$ cat src/rtl/handshake_skid_slice.sv
// Two-entry valid/ready register slice: every output, including s_ready, comes straight from a flop,
// so ready never ripples combinationally from consumer to producer.
module handshake_skid_slice #(
  parameter int DATA_WIDTH = 32
) (
  input  logic                  clk,
  input  logic                  rst_n,
  input  logic                  s_valid,
  output logic                  s_ready,
  input  logic [DATA_WIDTH-1:0] s_data,
  output logic                  m_valid,
  input  logic                  m_ready,
  output logic [DATA_WIDTH-1:0] m_data,
  output logic [1:0]            count
);

  // state | meaning
  // EMPTY | no word held, m_valid=0, s_ready=1
  // BUSY  | output register holds one word
  // FULL  | output register plus skid register hold words, s_ready=0
  typedef enum logic [1:0] {EMPTY = 2'd0, BUSY = 2'd1, FULL = 2'd2} state_t;

  state_t                state;
  logic [DATA_WIDTH-1:0] skid;
  logic                  s_fire;
  logic                  m_fire;

  assign s_fire = s_valid & s_ready;
  assign m_fire = m_valid & m_ready;

  always_ff @(posedge clk or negedge rst_n) begin
    if (!rst_n) begin
      state   <= EMPTY;
      m_valid <= 1'b0;
      m_data  <= '0;
      skid    <= '0;
      s_ready <= 1'b1;
      count   <= 2'd0;
    end else begin
      case (state)
        EMPTY: begin
          if (s_fire) begin
            m_data  <= s_data;
            m_valid <= 1'b1;
            count   <= 2'd1;
            state   <= BUSY;
          end
        end
        BUSY: begin
          if (s_fire && m_fire) begin
            m_data <= s_data;
          end else if (s_fire) begin
            // consumer stalled: park the new word so m_data stays put
            skid    <= s_data;
            s_ready <= 1'b0;
            count   <= 2'd2;
            state   <= FULL;
          end else if (m_fire) begin
            m_valid <= 1'b0;
            count   <= 2'd0;
            state   <= EMPTY;
          end
        end
        FULL: begin
          if (m_fire) begin
            m_data  <= skid;
            s_ready <= 1'b1;
            count   <= 2'd1;
            state   <= BUSY;
          end
        end
        default: begin
          state   <= EMPTY;
          m_valid <= 1'b0;
          s_ready <= 1'b1;
          count   <= 2'd0;
        end
      endcase
    end
  end

endmodule

$ cat config.mk
export PLATFORM = sky130hd
export DESIGN_NAME = handshake_skid_slice
export DESIGN_NICKNAME = d
export VERILOG_FILES = /design/src/rtl/handshake_skid_slice.sv
export SDC_FILE = /design/constraint.sdc
export NUM_CORES = 1
export LEC_CHECK = 0
export CORE_MARGIN = 3
export CORE_UTILIZATION = 51
export CTS_BUF_LIST = sky130_fd_sc_hd__clkbuf_8
export CTS_CLUSTER_DIAMETER = 60
export DETAILED_ROUTE_END_ITERATION = 8
export GPL_TIMING_DRIVEN = 0
export PLACE_DENSITY = 0.82
export SLEW_MARGIN = 20
export SYNTH_ARGS = -nofsm -noshare
export SYNTH_HDL_FRONTEND = slang
export SYNTH_SLANG_ARGS = --single-unit
$ cat constraint.sdc
create_clock -name clk -period 1.8 [get_ports clk]
set_input_delay 0.27 -clock clk [delete_from_list [all_inputs] [get_ports clk]]
set_output_delay 0.27 -clock clk [all_outputs]
set_load 0.03 [all_outputs]
# After elaboration in Yosys (flattened, before gate mapping)
# Cells that the tools add are included.
[word_totals]
regBits = 68
n_memories = 0
latch_bits = 0
ramBits = 0
mem_bits_ro = 0
out_inout_bits = 36
[classes]
n_div = 0
addsub = 0
n_lt_le_gt_ge = 0
n_mux = 19
multipliers = 0
shift = 0
n_eq_ne = 10
bitwise = 5
n_reduce_logical = 8
[op_table]
columns = ["op", "count"]
rows = [
  ["two-way mux 32 bit", 3],
  ["case mux 32 bit (3 select lines)", 1],
  ["inequality test 2 bit, second input constant", 7],
  ["AND reduction 4 bit", 3],
  ["two-way mux 2 bit", 5],
  ["two-way mux 1 bit", 7],
  ["case mux 1 bit (3 select lines)", 2],
  ["case mux 2 bit (3 select lines)", 1],
  ["AND reduction 5 bit", 1],
  ["inequality test 3 bit, second input constant", 1],
  ["NOT 1 bit", 3],
  ["AND reduction 3 bit", 1],
  ["nonzero test 3 bit", 1],
  ["bitwise AND 1 bit", 2],
  ["== test 2 x 1 -> 1 bit, second input constant", 1],
  ["== test 2 bit, second input constant", 1],
  ["zero test 2 bit", 1],
  ["logical AND 1 bit", 1],
]

# Depth between registers and ports, before layout
[depth]
depth_word = 5
depth_mapped = 4
mapped_depth_nobuf = 3

# Least setup slack after synthesis
# Ideal clock, no wire load.
[synth_path]
path_type = "flip-flop to flip-flop"
startpoint = "reg state[1]"
endpoint = "reg m_data[0]"
period_less_slack_ps = 1811
required_ps = 1675
setup_ps = 125
path_stages_with_launch = 5
t_arrival_ps = 1686
path_slack_ps = -11
cell_sequence = "dfrtp_1 nor2b_4 buf_2 mux2_2 mux2_2"
[synth_between]
elab_chain_len = 3
[synth_lines]
columns = ["item", "line_no", "text"]
rows = [
  ["start, declared", "23", "state_t state;"],
  ["start signal, assigned", "33", "state <= EMPTY;"],
  ["start signal, assigned", "46", "state <= BUSY;"],
  ["start signal, assigned", "57", "state <= FULL;"],
  ["== test 2 x 1 -> 1 bit, or another cell as far along", "40", "case (state)"],
  ["inequality test 2 bit (no line) / nonzero test 3 bit (equally long branches)", "-", ""],
  ["AND reduction 4 bit (no line)", "-", ""],
  ["end signal, assigned", "43", "m_data <= s_data;"],
  ["end signal, assigned", "51", "m_data <= s_data;"],
  ["end signal, assigned", "66", "m_data <= skid;"],
  ["end, declared", "13", "output logic [DATA_WIDTH-1:0] m_data,"],
]
# Several ways; a longest one is shown, not always the timed one.
# A chain may end at the register's enable or synchronous reset.

# Final worst setup path
[layout_path]
startpoint = "reg s_ready"
endpoint = "reg m_data[1]"
[layout_between]
elab_chain_len = 4
[layout_lines]
columns = ["item", "line_no", "text"]
rows = [
  ["start, declared", "9", "output logic s_ready,"],
  ["start signal, assigned", "37", "s_ready <= 1'b1;"],
  ["start signal, assigned", "55", "s_ready <= 1'b0;"],
  ["start signal, assigned", "67", "s_ready <= 1'b1;"],
  ["bitwise AND 1 bit *", "28", "assign s_fire = s_valid & s_ready;"],
  ["logical AND 1 bit", "50", "if (s_fire && m_fire) begin"],
  ["inequality test 2 bit (no line)", "-", ""],
  ["AND reduction 4 bit (no line) *", "-", ""],
]
# Mark *: on every way between the ends. The rest lies on a longest branch, timed or not.

==> Implementation_results.wiki <==
{| class="wikitable"
! Metric !! Value
|-
| Status || completed
|-
| Port buffer count || 71
|-
| Post-synthesis cell area || 3040 sq um
|-
| # setup viols final || 0
|-
| RSZ-0062 raised after global routing || false
|-
| Fraction of layout instances using a drive strength above 1 || 0.446
|-
| Count of unique library cells instantiated by Yosys || 25
|-
| Final design area excluding fillers || 4080 sq um
|-
| Cell with the most instances after synthesis || mux2_2
|-
| Transition time at the pin with the least slew margin || 0.352 ns
|-
| Per-cell via count in the routed design || 5.19
|-
| Setup WS pre-CTS || -0.294 ns
|-
| Static power due to leakage || 1.88 nW
|-
| Net switching power of the design || 1.79 mW
|-
| Number of global-route vias before repair || 1966
|-
| Placer's final routability congestion estimate || 0.674
|-
| Sequential share of the synthesized area || 0.561
|-
| Final global-route overflow total || 0
|-
| Ratio of total power to cell area || 1320 nW/um^2
|-
| Vias || 1852
|-
| CTS tree || built
|-
| Kind of start point of the critical path || register
|-
| Maximum root-to-sink buffer count || 2
|-
| Antenna violations before repair || 0
|-
| Count of H-tree levels built during CTS || 3
|-
| Clock share of power || 0.196
|-
| Largest area contributor in the synthesized netlist || dfrtp_1
|-
| Root buffer cell || clkbuf_8
|-
| Biggest area contributors in the synthesized netlist || dfrtp_1 (55%), mux2_2 (34%), mux2_1 (1.9%)
|-
| Total of max-cap violations || 0
|-
| Min Tclk post-route || 1.74 ns
|-
| Number of synthesized register bits || 68
|-
| Area share of the largest cell type after synthesis || 0.552
|-
| Synth Instances || 192
|-
| Number of max-slew violations in the final report || 0
|-
| Placed Area || 3860 sq um
|-
| Total length of routed wires || 5760 um
|-
| Setup clock skew after layout || 0.00875 ns
|-
| Relative contribution of combinational cells to total power || 0.375
|-
| Int Power || 3.59 mW
|-
| Max frequency || 575 MHz
|-
| Setup CP Type || register to register
|-
| Core region area || 5640 sq um
|-
| Most common flop cell mapped by yosys || dfrtp_1
|-
| Overall global routing resource usage || 0.176
|-
| Mean post-synth cell area || 15.8 sq um
|-
| Max IR drop VDD || 0.834 mV
|-
| Sequential Power Share || 0.428
|-
| Req. time, crit path || 2.02 ns
|-
| Ant diodes || 0
|-
| R2R setup slack || 0.06 ns
|-
| Cell row count || 27
|-
| Crit path DAT || 1.96 ns
|-
| Hold Path Class || input pin to async pin
|-
| Nature of the critical path endpoint || register
|-
| Share of async-settable or async-resettable flops after synthesis || 1.00
|-
| Area growth from synthesis to final layout || 34.2%
|-
| Setup_tns || 0 ns
|-
| Net count after synthesis || 228
|-
| Floorplan die width || 83.2 um
|-
| Final Core Density || 0.722
|-
| Sw Ratio || 0.333
|-
| Worst reg-to-reg path cell count || 5
|-
| Overall die height || 83.2 um
|-
| Count of TritonRoute iterations in the first routing pass || 4
|-
| CTS sink cnt || 68
|-
| Final Net Count || 316
|-
| Initial standard-cell utilization of the core || 0.538
|-
| Wire length per cell || 16.1 um
|-
| Number of top-level pins || 72
|-
| Clock-pin slew on the worst setup and hold paths || 0.07 ns
|-
| Crit-path max FO || 6
|-
| Most instantiated cells after synthesis || mux2_2 (91), dfrtp_1 (67), mux2_1 (5), buf_6 (3), clkbuf_8 (3)
|-
| Final critical-path share of the clock period || 0.966
|-
| Hold Vio Cnt, Final || 0
|-
| DRC errors left || 0
|-
| Detail Placement HPWL || 3940 um
|-
| PnR worst setup slack || 0.0610 ns
|-
| Worst-skew pair later-pin latency || 0.34 ns
|-
| Detail Route Antenna Nets || 0
|-
| Global-route wire length before repair || 9650 um
|-
| Yosys warning total || 0
|-
| Die Footprint || 6920 sq um
|-
| Num CTS Buffers || 9
|-
| Max-Slew Margin vs Limit || 0.766
|-
| Number of violations reported at the end of detailed-routing iteration 0 || 59
|-
| Pin count of the biggest net entering global routing || 43
|-
| Number of synthesized flops with an enable pin || 0
|}
area by class of cell:
type | instances | area, sq um
Buffer | 9 | 92.6
Clock buffer | 10 | 138
Clock inverter | 6 | 26.3
Fill cell | 388 | 1570
Inverter | 1 | 3.75
Multi-Input combinational cell | 114 | 1240
Sequential cell | 68 | 1710
Tap cell | 72 | 90.1
Timing Repair Buffer | 77 | 779
critical path, cell delays in order (launching register included):
cell,delay [ns]
dfstp_2,0.57
nand2_2,0.09
o32ai_4,0.29
buf_12,0.16
clkbuf_4,0.18
mux2_2,0.34
power groups by stage:
stage	Combinational, mW	Clock (mW)	Sequential (mW)
6_report	2.02	1.06	2.30
5_1_grt	2.13	1.17	2.38
4_1_cts	2.05	1.09	2.31
3_5_place_dp	2.04	0	2.33
3_3_place_gp	2.01	0	2.31
2_1_floorplan	0.478	0	2.97
layout by cell type (no fill, tap or decap), types with 2 or more instances in the layout:
cell / Yosys / layout
mux2_1: 5 / 5
buf_12: 0 / 2
buf_6: 3 / 3
buf_2: 2 / 2
clkdlybuf4s50_1: 0 / 66
clkinv_2: 0 / 3
mux2_2: 91 / 91
dfrtp_1: 67 / 65
buf_4: 1 / 4
dlygate4sd2_1: 0 / 3
dfrtp_2: 0 / 2
nand2_2: 1 / 2
o21ai_0: 2 / 2
inv_1: 1 / 4
clkbuf_8: 3 / 13
path summary, 6_finish.rpt:
kind | start | end
worst min-delay path | rst_n | m_data[2]
min in group clk | skid[17] | skid[17]
worst max register to register | s_ready | m_data[1]
max in group asynchronous | rst_n | s_ready
worst max-delay path | s_ready | m_data[1]
worst min register to register | skid[17] | skid[17]
state kept, by name (all words and copies together) (netlist names):
name and count:
m_data 32, skid 32, m_valid 1, s_ready 1, state 2
repair_timing:
action | 4_1_cts | 5_1_grt
cloned | 0 | 1
setup buffers | 0 | 3
resized for setup | 5 | 2
setup endpoints to repair | 4 | 31
hold buffers | 1 | 0
pin swaps | 0 | 1
hold endpoints to repair | 26 | 0
layer usage:
layer	routed length, um	share of wire	global-route usage
met3	265	0.046	0.0456
met4	94	0.016	0.0847
met1	2640	0.46	0.229
met2	2760	0.48	0.276
met5	0	0	0
logic make-up after synthesis:
| group | after synthesis | share of synthesized area |
|---|---|---|
| buf+inv | 10 | 0.0317 |
| simple gates | 8 | 0.0173 |
| flops | 68 | 0.561 |
| mux | 97 | 0.359 |
| compound gates | 9 | 0.0309 |
per-stage QoR:
step	power, mW	hold slack, ns	cells
after CTS	5.45	0.387	353
after floorplan	3.45	-0.0256	192
after global placement	4.32	0.481	335
after global routing	5.68	0.415	357
after detailed placement	4.37	0.208	336
final	5.38	0.393	357
No activity file was read; power rests on OpenSTA's default activity.
